<file path="src/rtl/spi_regfile_pkg.sv">
// Shared types and sizing helpers for the SPI register-file peripheral.
// Provides the FSM state enum, frame/counter width helpers and the R/W code.
package spi_regfile_pkg;

    typedef enum logic [1:0] {
        IDLE = 2'd0,
        CMD  = 2'd1,
        DATA = 2'd2
    } state_e;

    localparam logic RW_WRITE = 1'b1;

    function automatic int frame_w(input int aw, input int dw);
        return 1 + aw + dw;
    endfunction

    // Must hold FRAME_W+1, the overlength marker.
    function automatic int cnt_w(input int aw, input int dw);
        return $clog2(frame_w(aw, dw) + 2);
    endfunction

    localparam int CNT_W_DEF = cnt_w(7, 8);

endpackage

</file>
<file path="src/rtl/spi_sync_edge.sv">
// N-stage synchroniser with rise/fall pulses on the synchronised level.
// Ports: clk, rst_n, din (async in), dout (sync level), rise, fall.
module spi_sync_edge #(
    parameter int   STAGES  = 2,
    parameter logic RST_VAL = 1'b0
) (
    input  logic clk,
    input  logic rst_n,
    input  logic din,
    output logic dout,
    output logic rise,
    output logic fall
);

    logic [STAGES-1:0] sync_q, sync_d;
    logic              prev_q, prev_d;
    logic [STAGES:0]   fill_q, fill_d;

    always_comb begin
        sync_d = {sync_q[STAGES-2:0], din};
        prev_d = sync_q[STAGES-1];
        fill_d = {fill_q[STAGES-1:0], 1'b1};
    end

    always_ff @(posedge clk or negedge rst_n) begin
        if (!rst_n) begin
            sync_q <= {STAGES{RST_VAL}};
            prev_q <= RST_VAL;
            fill_q <= '0;
        end else begin
            sync_q <= sync_d;
            prev_q <= prev_d;
            fill_q <= fill_d;
        end
    end

    // Edges are masked until the chain holds real samples, so a level
    // already present at reset release is not mistaken for an edge.
    assign dout = sync_q[STAGES-1];
    assign rise = fill_q[STAGES] & dout & ~prev_q;
    assign fall = fill_q[STAGES] & ~dout & prev_q;

endmodule

</file>
<file path="src/rtl/spi_regfile_peripheral.sv">
// SPI mode-0 peripheral giving read/write access to a small register file.
// Ports: clk, rst_n, sclk_in, ncs_in, copi_in, cipo_out, cipo_oe,
//        regs_flat, wr_strobe, wr_addr, frame_err.
module spi_regfile_peripheral
    import spi_regfile_pkg::*;
#(
    parameter int ADDR_W      = 7,
    parameter int DATA_W      = 8,
    parameter int NUM_REGS    = 5,
    parameter int SYNC_STAGES = 2
) (
    input  logic                       clk,
    input  logic                       rst_n,
    input  logic                       sclk_in,
    input  logic                       ncs_in,
    input  logic                       copi_in,
    output logic                       cipo_out,
    output logic                       cipo_oe,
    output logic [NUM_REGS*DATA_W-1:0] regs_flat,
    output logic                       wr_strobe,
    output logic [ADDR_W-1:0]          wr_addr,
    output logic                       frame_err
);

    localparam int FRAME_W = frame_w(ADDR_W, DATA_W);
    localparam int CNT_W   = cnt_w(ADDR_W, DATA_W);

    localparam logic [CNT_W-1:0]  CNT_FULL = CNT_W'(FRAME_W);
    localparam logic [CNT_W-1:0]  CNT_SAT  = CNT_W'(FRAME_W + 1);
    localparam logic [CNT_W-1:0]  CNT_ADDR = CNT_W'(ADDR_W);
    localparam logic [ADDR_W:0]   NREGS    = (ADDR_W+1)'(NUM_REGS);

    logic sclk_lvl_unused, sclk_rise, sclk_fall;
    logic ncs_sync, ncs_start, ncs_end;
    logic copi_sync;

    spi_sync_edge #(
        .STAGES  (SYNC_STAGES),
        .RST_VAL (1'b0)
    ) u_sclk_sync (
        .clk   (clk),
        .rst_n (rst_n),
        .din   (sclk_in),
        .dout  (sclk_lvl_unused),
        .rise  (sclk_rise),
        .fall  (sclk_fall)
    );

    spi_sync_edge #(
        .STAGES  (SYNC_STAGES),
        .RST_VAL (1'b1)
    ) u_ncs_sync (
        .clk   (clk),
        .rst_n (rst_n),
        .din   (ncs_in),
        .dout  (ncs_sync),
        .rise  (ncs_end),
        .fall  (ncs_start)
    );

    logic [SYNC_STAGES-1:0] copi_q, copi_d;

    assign copi_d    = {copi_q[SYNC_STAGES-2:0], copi_in};
    assign copi_sync = copi_q[SYNC_STAGES-1];

    state_e                       state_q, state_d;
    logic [CNT_W-1:0]             cnt_q, cnt_d;
    logic                         rw_q, rw_d;
    logic [ADDR_W-1:0]            addr_q, addr_d;
    logic [DATA_W-1:0]            data_q, data_d;
    logic [DATA_W-1:0]            shout_q, shout_d;
    logic                         loaded_q, loaded_d;
    logic                         cipo_q, cipo_d;
    logic [NUM_REGS*DATA_W-1:0]   regs_q, regs_d;
    logic                         wr_strobe_q, wr_strobe_d;
    logic [ADDR_W-1:0]            wr_addr_q, wr_addr_d;
    logic                         frame_err_q, frame_err_d;

    logic [DATA_W-1:0] rd_data;
    logic              bad_frame;

    // Out-of-range addresses read as zero.
    always_comb begin
        rd_data = '0;
        for (int i = 0; i < NUM_REGS; i++) begin
            if (addr_q == ADDR_W'(i)) begin
                rd_data = regs_q[i*DATA_W +: DATA_W];
            end
        end
    end

    assign bad_frame = (cnt_q != CNT_FULL) || ({1'b0, addr_q} >= NREGS);

    always_comb begin
        state_d     = state_q;
        cnt_d       = cnt_q;
        rw_d        = rw_q;
        addr_d      = addr_q;
        data_d      = data_q;
        shout_d     = shout_q;
        loaded_d    = loaded_q;
        cipo_d      = cipo_q;
        regs_d      = regs_q;
        wr_strobe_d = 1'b0;
        wr_addr_d   = wr_addr_q;
        frame_err_d = 1'b0;

        if (ncs_sync) begin
            cnt_d    = '0;
            loaded_d = 1'b0;
            cipo_d   = 1'b0;
        end

        unique case (state_q)
            IDLE: begin
                if (ncs_start) begin
                    state_d = CMD;
                    cnt_d   = '0;
                end
            end
            CMD: begin
                if (ncs_end) begin
                    state_d     = IDLE;
                    frame_err_d = 1'b1;
                end else if (sclk_rise) begin
                    cnt_d = cnt_q + 1'b1;
                    if (cnt_q == '0) begin
                        rw_d = copi_sync;
                    end else begin
                        addr_d = ADDR_W'({addr_q, copi_sync});
                    end
                    if (cnt_q == CNT_ADDR) begin
                        state_d = DATA;
                    end
                end
            end
            DATA: begin
                if (ncs_end) begin
                    state_d = IDLE;
                    if (bad_frame) begin
                        frame_err_d = 1'b1;
                    end else if (rw_q == RW_WRITE) begin
                        wr_strobe_d = 1'b1;
                        wr_addr_d   = addr_q;
                        for (int i = 0; i < NUM_REGS; i++) begin
                            if (addr_q == ADDR_W'(i)) begin
                                regs_d[i*DATA_W +: DATA_W] = data_q;
                            end
                        end
                    end
                end else begin
                    if (sclk_rise) begin
                        if (cnt_q != CNT_SAT) begin
                            cnt_d = cnt_q + 1'b1;
                        end
                        data_d = DATA_W'({data_q, copi_sync});
                    end
                    // First fall in DATA loads the word; later falls shift.
                    if (sclk_fall && rw_q != RW_WRITE) begin
                        if (!loaded_q) begin
                            loaded_d = 1'b1;
                            cipo_d   = rd_data[DATA_W-1];
                            shout_d  = rd_data << 1;
                        end else begin
                            cipo_d  = shout_q[DATA_W-1];
                            shout_d = shout_q << 1;
                        end
                    end
                end
            end
            default: state_d = IDLE;
        endcase
    end

    always_ff @(posedge clk or negedge rst_n) begin
        if (!rst_n) begin
            copi_q      <= '0;
            state_q     <= IDLE;
            cnt_q       <= '0;
            rw_q        <= 1'b0;
            addr_q      <= '0;
            data_q      <= '0;
            shout_q     <= '0;
            loaded_q    <= 1'b0;
            cipo_q      <= 1'b0;
            regs_q      <= '0;
            wr_strobe_q <= 1'b0;
            wr_addr_q   <= '0;
            frame_err_q <= 1'b0;
        end else begin
            copi_q      <= copi_d;
            state_q     <= state_d;
            cnt_q       <= cnt_d;
            rw_q        <= rw_d;
            addr_q      <= addr_d;
            data_q      <= data_d;
            shout_q     <= shout_d;
            loaded_q    <= loaded_d;
            cipo_q      <= cipo_d;
            regs_q      <= regs_d;
            wr_strobe_q <= wr_strobe_d;
            wr_addr_q   <= wr_addr_d;
            frame_err_q <= frame_err_d;
        end
    end

    assign cipo_out  = cipo_q;
    assign cipo_oe   = ~ncs_sync;
    assign regs_flat = regs_q;
    assign wr_strobe = wr_strobe_q;
    assign wr_addr   = wr_addr_q;
    assign frame_err = frame_err_q;

endmodule

</file>
<file path="config.mk">
export PLATFORM = sky130hd
export DESIGN_NAME = spi_regfile_peripheral
export DESIGN_NICKNAME = d
export VERILOG_FILES = /design/src/rtl/spi_regfile_pkg.sv /design/src/rtl/spi_sync_edge.sv /design/src/rtl/spi_regfile_peripheral.sv
export SDC_FILE = /design/constraint.sdc
export NUM_CORES = 1
export LEC_CHECK = 0
export ABC_AREA = 1
export CAP_MARGIN = 40
export CORE_MARGIN = 1
export CORE_UTILIZATION = 35
export CTS_CLUSTER_SIZE = 25
export DETAILED_ROUTE_END_ITERATION = 12
export MAX_ROUTING_LAYER = met4
export PLACE_DENSITY = 0.61
export SYNTH_ARGS = -nofsm -noshare
export SYNTH_HDL_FRONTEND = slang
export SYNTH_SLANG_ARGS = --single-unit
</file>
<file path="constraint.sdc">
create_clock -name clk -period 2.5 [get_ports clk]
set_clock_uncertainty 0.2 [all_clocks]
set_input_delay 0.625 -clock clk [delete_from_list [all_inputs] [get_ports clk]]
set_output_delay 0.625 -clock clk [all_outputs]
set_load 0.05 [all_outputs]
</file>
==> impl_metrics.ini, run 1 <==
[cells_and_area]
diodes = 0
final_area_um2 = 5239
finalNetCount = 557
nFillCells = 1111
area_growth_pct = 22.64
layout_commonest_cell = nand2_1
final_cell_mix = nand2_1, dfrtp_1, inv_1
final_util = 0.4492
drive_gt1_frac = 0.07636

[die]
pin_count = 56
num_rows = 39
dieArea_um2 = 12650
die_width_um = 112.5
start_util = 0.3663
core_area_um2 = 11660
fp.dieH_um = 112.5

[timing]
max_slew.worst_pin.slew_ns = 0.5187
fin_setup_tns_ns = 0
setup_violations = 0
finalCritPeriodShare = 0.9641
setup_slack_ns = 0.08964
rsz0062_at_grt = no
timing.final.crit_period_ns = 2.410
maxSlewHeadroom = 0.6531
final_hold_viol_count = 0
fmax_mhz = 414.9
maxSlewViolCount = 0

[synthesis]
ys_seq_area_frac = 0.5398
yosys_warnings = 0
yosysUniqueCellTypes = 36
syn_inst = 484
yosys.area.top_type = dfrtp_1
synth_area_leaders = dfrtp_1, nand2_1, o21ai_0
synth_seq_cells = 92
syn_avg_cell_area_um2 = 8.826
synth_area_um2 = 4272
syn_nets = 496
yosysTopAreaCellShare = 0.5214

[power]
p_sw_mw = 1.117
swShare = 0.3110
intPower_mw = 2.474
vdd_drop_max_v = 0.0003470
power_frac_comb = 0.176
p_total_mw = 3.590
power_frac_clock = 0.346
pwr-share-seq = 0.478
p_leak_nw = 2.480
p_per_area_nw_per_um2 = 685.3

[global_routing]
grt_pass1_vias = 3374
antenna_found_initial = 0
grt-ovfl-total = 0
grt_max_degree = 35
grt_pass1_wl_mm = 16.91
groute.usage.overall = 0.1774

[worst_setup_path]
crit_fanout = 3
cp.depth = 1
critPathRequiredTime_ns = 1.67
worstPathCellList = clkdlybuf4s50_1
cp_slowest_cell = clkdlybuf4s50_1
slowest_delay_ns = 0.84
cp_data_arrival_time_ns = 1.59
worst-r2r-cell-count = 9
cp-end-kind = primary output
critPathTopFamily = buffers and inverters
cp-start-kind = flip-flop
worstSetupPathType = reg -> out
cp.buffers_inverters = 1

[routing]
viasPerCell = 4.919
drtPass1Iterations = 6
drt_wl_total_mm = 10.10
ant_nets = 0
drcViolationCount = 0
first_iter_violations = 153
post_drt_wl_per_cell_um = 14.57
vias = 3409

[placement]
dp_hpwl_mm = 7.418
port-buffer-count = 55
gp_congestion = 0.8370
place_area_um2 = 4969
dpl_worst_slack_ns = 0.2581

[clock_network]
cts_setup_buffers = 0
clkSinkCount = 92
numCtsBuffers = 9
h-tree-depth = 3
cts_tree = yes
cts.clk_slew.worst_paths_ns = 0.06
clock-root-buffer = clkbuf_16
cts.path.max_buffers = 2
ctsResizeCount = 0
cts_hold_buffers = 0
clock_latency_ns = 0.33

[hold_path]
min_path_type = in -> async

[run]
maxCapViolations = 0

[outcome]
status = complete, no violations
## layout make-up
cell class | instances | area (um^2) | area share
Clock buffer | 10 | 229.0 | 0.04371
Clock inverter | 6 | 41.29 | 0.007882
Inverter | 63 | 236.5 | 0.04514
Tap cell | 143 | 178.9 | 0.03415
Sequential cell | 92 | 2306 | 0.4402
Multi-Input combinational cell | 319 | 1652 | 0.3153
Timing Repair Buffer | 60 | 595.6 | 0.1137
## per-layer routing
| layer | wire (um) | vias to the layer above | global-route usage |
|---|---|---|---|
| li1 | - | 1680 | - |
| met1 | 4729 | 1630 | 0.2350 |
| met2 | 4862 | 89 | 0.2783 |
| met3 | 408 | 10 | 0.03186 |
| met4 | 99 | 0 | 0.05422 |
| met5 | 0 | - | - |
## power groups by stage
stage                     registers, mW  clock network, mW  logic [mW]
after floorplan                    1.73                  0       0.428
after global placement             1.74                  0       0.624
after detailed placement           1.74                  0       0.629
after CTS                          1.72               1.27       0.636
after global routing               1.73               1.34       0.728
final                              1.72               1.24       0.632
## per-stage QoR
| step | cells | hold WS (ns) |
|---|---|---|
| 2_1_floorplan | 484 | 0.1294 |
| 3_3_place_gp | 677 | 0.1317 |
| 3_5_place_dp | 677 | 0.1356 |
| 4_1_cts | 693 | 0.05553 |
| 5_1_grt | 693 | 0.06771 |
| 6_report | 693 | 0.04607 |
## state kept, by name, indices dropped and copies added, names as in the netlist, 2 cells and up
signal	flops
addr_q	7
cnt_q	5
copi_q	2
data_q	8
regs_flat	40
shout_q	7
state_q	2
u_ncs_sync.fill_q	3
u_ncs_sync.sync_q	2
u_sclk_sync.sync_q	2
wr_addr	7
## synth_stat cells
library cell / instances
nand2_1: 127
dfrtp_1: 89
inv_1: 60
o21ai_0: 53
nor2_1: 29
a21oi_1: 21
nand3_1: 20
o21a_1: 18
o21ai_1: 16
ha_1: 7
buf_6: 5
nor2_8: 5
clkbuf_1: 3
dfstp_2: 3
inv_2: 3
buf_2: 2
nand3_2: 2
o211ai_1: 2
o31ai_1: 2
a22oi_1: 1
conb_1: 1
mux2_2: 1
nand2_2: 1
nand2_4: 1
nand3b_1: 1
nor2_2: 1
nor2_4: 1
nor3_1: 1
nor3_2: 1
nor3_4: 1
nor4_1: 1
o2111ai_1: 1
o21bai_1: 1
o22ai_1: 1
xnor2_1: 1
xor2_1: 1
## worst paths after layout
| path | start | to | slack [ns] |
|---|---|---|---|
| worst min-delay path | rst_n | data_q[4]$_DFFE_PN0P_ | 0.05 |
| worst max register to register | state_q[0]$_DFFE_PN0P_ | regs_flat[33]$_DFFE_PN0P_ | 0.25 |
| max in group asynchronous | rst_n | wr_addr[5]$_DFFE_PN0P_ | 1.46 |
| min in group clk | u_ncs_sync.fill_q[0]$_DFF_PN0_ | u_ncs_sync.fill_q[1]$_DFF_PN0_ | 0.15 |
| worst min register to register | u_ncs_sync.fill_q[0]$_DFF_PN0_ | u_ncs_sync.fill_q[1]$_DFF_PN0_ | 0.15 |
| worst max-delay path | regs_flat[39]$_DFFE_PN0P_ | regs_flat[39] | 0.09 |
## kinds of logic (layout without fill, tap and decap cells)
family,Yosys count,in the layout,synth area share
other,1,1,0.0008779
adders and majority gates,7,7,0.02050
muxes,1,1,0.002636
AOI/OAI and AO/OA,116,116,0.1511
and+or+nand+nor,192,192,0.2074
buffers and inverters,73,139,0.07352
DFF,92,92,0.5398
xor gates and xnor gates,2,2,0.004102
(Power assumes the default switching activity.)
==> inputs of run 2 (changes only) <==
ABC_AREA = default   (was 1)
==> impl_metrics.ini, run 2 <==
[timing]
timing.final.crit_period_ns = 2.402
setup_violations = 0
finalCritPeriodShare = 0.9607
maxSlewHeadroom = 0.5570
finalHoldWorstSlack_ns = 0.008520
setup_slack_ns = 0.09819
fmax_mhz = 416.4
maxSlewViolCount = 0
final_hold_viol_count = 0
rsz0062_at_grt = no
fin_setup_tns_ns = 0
max_slew.worst_pin.slew_ns = 0.6600

[worst_setup_path]
cp-end-kind = primary output
cp_slowest_cell = clkdlybuf4s50_1
slowest_delay_ns = 0.83
critPathTopFamily = buffers and inverters
cp-start-kind = flip-flop
cp.buffers_inverters = 1
crit_fanout = 3
critPathRequiredTime_ns = 1.67
worstSetupPathType = reg -> out
cp_data_arrival_time_ns = 1.58
worstPathCellList = clkdlybuf4s50_1

[routing]
drt-met1-wl_mm = 4.968
top_layer = met4
ant_nets = 0
drt_wl_total_mm = 9.938
drcViolationCount = 0
wl_met3_um = 339
dr_wl_met2_mm = 4.509
first_iter_violations = 181
drtPass1Iterations = 4
viasPerCell = 5.293
vias = 3001
post_drt_wl_per_cell_um = 17.53

[clock_network]
h-tree-depth = 3
numCtsBuffers = 9
cts.clk_slew.worst_paths_ns = 0.06
clkSinkCount = 92
cts_setup_buffers = 0
cts.path.max_buffers = 2
cts_tree = yes
clock-root-buffer = clkbuf_16
clock_latency_ns = 0.34

[synthesis]
syn_nets = 357
synthArstFlopShare = 1.000
syn_inst = 345
synth_area_um2 = 4322
yosysUniqueCellTypes = 55
syn_avg_cell_area_um2 = 12.53
ys_seq_area_frac = 0.5336
ys.flop_type = dfrtp_1
yosys.area.top_type = dfrtp_1
yosys-top-cells-count = dfrtp_1, mux2_2, nor2_1
yosysMostFrequentCell = dfrtp_1
yosys_warnings = 0
synth_seq_cells = 92
yosysTopAreaCellShare = 0.5153
synth_edf_count = 0
synth_area_leaders = dfrtp_1, mux2_2, mux2i_1

[global_routing]
grt_pass1_wl_mm = 16.57
groute.usage.overall = 0.1744
grt_max_degree = 32
grt-ovfl-total = 0
grt_pass1_vias = 3008
antenna_found_initial = 0

[placement]
dp_hpwl_mm = 7.095
gp_congestion = 0.8224
place_area_um2 = 5186
port-buffer-count = 55
dpl_worst_slack_ns = 0.1207

[cells_and_area]
drive_gt1_frac = 0.2881
area_growth_pct = 26.93
finalNetCount = 429
final_area_um2 = 5485
layout_commonest_cell = dfrtp_1
diodes = 0
largest_reg_flops = 40
final_cell_mix = dfrtp_1, mux2_2, clkdlybuf4s50_1

[power]
p_total_mw = 3.302
p_per_area_nw_per_um2 = 602.0
vdd_drop_max_v = 0.0003108
p_leak_nw = 2.520

[die]
core_area_um2 = 12010
pin_count = 56
num_rows = 40
fp.dieH_um = 113.1
start_util = 0.3598
die_width_um = 113.1
dieArea_um2 = 12800

[outcome]
status = complete, no violations

[hold_path]
min_path_type = in -> async

[run]
maxCapViolations = 0
## run 2: logic make-up after synthesis
group	Yosys count	share of synthesized area
flops	92	0.5336
other cells	1	0.0008677
buf+inv	26	0.02432
mux	77	0.1963
fa+ha+maj	7	0.02027
simple gates	87	0.1369
compound gates	55	0.08773
## run 2: area by class of cell
type | count | area, um^2
inverters | 10 | 37.54
multi-input cells | 227 | 1911
well taps | 147 | 183.9
fillers | 1121 | 6526
clock buffers | 11 | 252.7
repair buffers | 77 | 748.2
clock inverters | 3 | 46.29
flip-flops and latches | 92 | 2306
## run 2: final timing paths
check | startpoint | end | slack [ns] | cells past startpoint
worst max-delay path | regs_flat[7]$_DFFE_PN0P_ | regs_flat[7] | 0.1 | 1
worst min-delay path | rst_n | regs_flat[18]$_DFFE_PN0P_ | 0.009 | 1
worst max register to register | state_q[0]$_DFFE_PN0P_ | regs_flat[39]$_DFFE_PN0P_ | 0.15 | 7
worst min register to register | u_ncs_sync.fill_q[0]$_DFF_PN0_ | u_ncs_sync.fill_q[1]$_DFF_PN0_ | 0.15 | 0
max in group asynchronous | rst_n | shout_q[2]$_DFFE_PN0P_ | 1.50 | 2
min in group clk | u_ncs_sync.fill_q[0]$_DFF_PN0_ | u_ncs_sync.fill_q[1]$_DFF_PN0_ | 0.15 | 0
## run 2: stage by stage
| stage | util | std cells |
|---|---|---|
| after floorplan | - | 345 |
| after global placement | 0.4318 | 553 |
| after detailed placement | 0.4318 | 553 |
| after CTS | 0.4567 | 567 |
| after global routing | 0.4567 | 567 |
| final | 0.4567 | 567 |
## run 2: report_power, final
| group | internal [mW] | total, mW | leakage [nW] | switching, mW |
|---|---|---|---|---|
| registers | 1.53 | 1.56 | 1.25 | 0.0312 |
| clock network | 0.821 | 1.37 | 0.144 | 0.545 |
| logic | 0.149 | 0.378 | 1.12 | 0.229 |
| total | 2.50 | 3.30 | 2.52 | 0.805 |
## run 2: timing repair
| item | CTS | global route |
|---|---|---|
| setup endpoints to repair | 0 | 8 |
| gates resized for setup | 0 | 0 |
| hold buffers | 0 | 0 |
| hold endpoints to repair | 0 | 0 |
## run 2: per-layer routing
layer | global-route usage | vias to the layer above
li1 | - | 1401
met1 | 0.2479 | 1517
met2 | 0.2507 | 74
met3 | 0.02999 | 9
met4 | 0.06053 | 0
met5 | - | -
==> inputs of run 3 (changes only) <==
CORE_UTILIZATION = 45   (was 35)
PLACE_DENSITY = 0.73   (was 0.61)
==> impl_metrics.ini, run 3 (same netlist as run 2, synthesis figures left out) <==
[die]
core_area_um2 = 9284
start_util = 0.4655
dieArea_um2 = 10000
pin_count = 56
die_width_um = 100
num_rows = 35
fp.dieH_um = 100

[cells_and_area]
area_growth_pct = 23.34
diodes = 0
nFillCells = 805
layout.cells.non_filler = 551
regArea_um2 = 2306
finalNetCount = 429
final_cell_mix = dfrtp_1, mux2_2, clkdlybuf4s50_1
largest_reg_flops = 40
drive_gt1_frac = 0.2915
multi_input_area_um2 = 1911
layout_commonest_cell = dfrtp_1

[power]
vdd_drop_max_v = 0.0003027
p_leak_nw = 2.465
p_per_area_nw_per_um2 = 543.7

[routing]
first_iter_violations = 171
viasPerCell = 5.408
drtPass1Iterations = 4
drcViolationCount = 0
ant_nets = 0
vias = 2980
post_drt_wl_per_cell_um = 17.11
drt_wl_total_mm = 9.428

[global_routing]
grt-ovfl-total = 0
grt_max_degree = 38
antenna_found_initial = 0
grt_pass1_wl_mm = 15.64
groute.usage.overall = 0.2101
grt_pass1_vias = 2982

[outcome]
status = complete, no violations

[worst_setup_path]
worst-r2r-cell-count = 7
critPathTopFamily = buffers and inverters
crit_fanout = 3
rr_startpoint = cnt_q[1]$_DFF_PN0_
cp_data_arrival_time_ns = 1.60
slowest_delay_ns = 0.82
cp.depth = 1
worstPathCellList = clkdlybuf4s50_1
worstSetupPathType = reg -> out
crit_start = regs_flat[0]$_DFFE_PN0P_
critPathRequiredTime_ns = 1.67
cp.buffers_inverters = 1
cp_slowest_cell = clkdlybuf4s50_1
cp-start-kind = flip-flop
crit-reg2reg-capture = regs_flat[19]$_DFFE_PN0P_
cp-end-kind = primary output
crit_end = regs_flat[0]
timing.reg2reg.setup_slack_ns = 0.13

[placement]
dp_hpwl_mm = 6.756
port-buffer-count = 55
placed_cells = 533
dpl_worst_slack_ns = 0.03113
gp_congestion = 0.8708

[timing]
timing.final.crit_period_ns = 2.422
fin_setup_tns_ns = 0
rsz0062_at_grt = no
fmax_mhz = 412.9
final_hold_viol_count = 0
maxSlewViolCount = 0
finalHoldWorstSlack_ns = 0.01068
setup_slack_ns = 0.07789
setup_violations = 0
max_slew.worst_pin.slew_ns = 0.6897
maxSlewHeadroom = 0.5371
finalCritPeriodShare = 0.9688

[hold_path]
min_path_type = in -> async

[clock_network]
ctsResizeCount = 0
h-tree-depth = 3
cts_tree = yes
clock_latency_ns = 0.36
cts.path.max_buffers = 2
cts.clk_slew.worst_paths_ns = 0.10
numCtsBuffers = 9
clock-root-buffer = clkbuf_8
clkSinkCount = 92

[run]
maxCapViolations = 0
run 3: cell types whose count changed in the layout (fill, tap and decap cells not counted), sizes merged:
cell / delta
clkbuf: -1
inv: +3
clkinv: +1
bufinv: -1
run 3: worst min-delay path by stage:
stage / startpoint / end / slack, ns / cells past startpoint
global route: rst_n / regs_flat[29]$_DFFE_PN0P_ / 0.03 / 1
global placement: u_ncs_sync.fill_q[1]$_DFF_PN0_ / u_ncs_sync.fill_q[2]$_DFF_PN0_ / 0.13 / 0
detailed placement: u_ncs_sync.fill_q[1]$_DFF_PN0_ / u_ncs_sync.fill_q[2]$_DFF_PN0_ / 0.13 / 0
floorplan: rst_n / addr_q[0]$_DFFE_PN0P_ / 0.13 / 0
CTS: rst_n / regs_flat[28]$_DFFE_PN0P_ / 0.01 / 1
finish: rst_n / regs_flat[18]$_DFFE_PN0P_ / 0.01 / 1
run 3: area by class of cell:
type	count	share of cell area
clock inverter	6	0.01009
tap	129	0.03028
clock buffer	10	0.02582
sequential	92	0.4326
multi-input combinational	227	0.3585
inverter	10	0.007042
timing repair buffer	77	0.1357
run 3: power breakdown:
part,switching [mW],internal (mW)
registers,0.0325,1.52
clock network,0.560,0.408
logic,0.227,0.146
run 3: metrics by stage:
stage / utilization / area [um^2] / total power [mW]
5_1_grt: 0.5741 / 5330 / 3.030
3_5_place_dp: 0.5519 / 5124 / 1.958
6_report: 0.5741 / 5330 / 2.898
4_1_cts: 0.5725 / 5315 / 2.927
2_1_floorplan: - / 4322 / 1.834
3_3_place_gp: 0.5519 / 5124 / 1.946
run 3: layer usage:
metal / GRT usage / part of all wire / up-vias / wire, um
li1: - / - / 1396 / -
met1: 0.2966 / 0.47 / 1490 / 4408
met2: 0.3141 / 0.48 / 90 / 4487
met3: 0.03552 / 0.050 / 4 / 476
met4: 0.06132 / 0.0058 / 0 / 55
met5: - / 0 / - / 0
run 3: what timing repair did:
item,CTS,global route
endpoints found under the setup margin,0,8
hold buffers,0,0
setup buffers,0,2
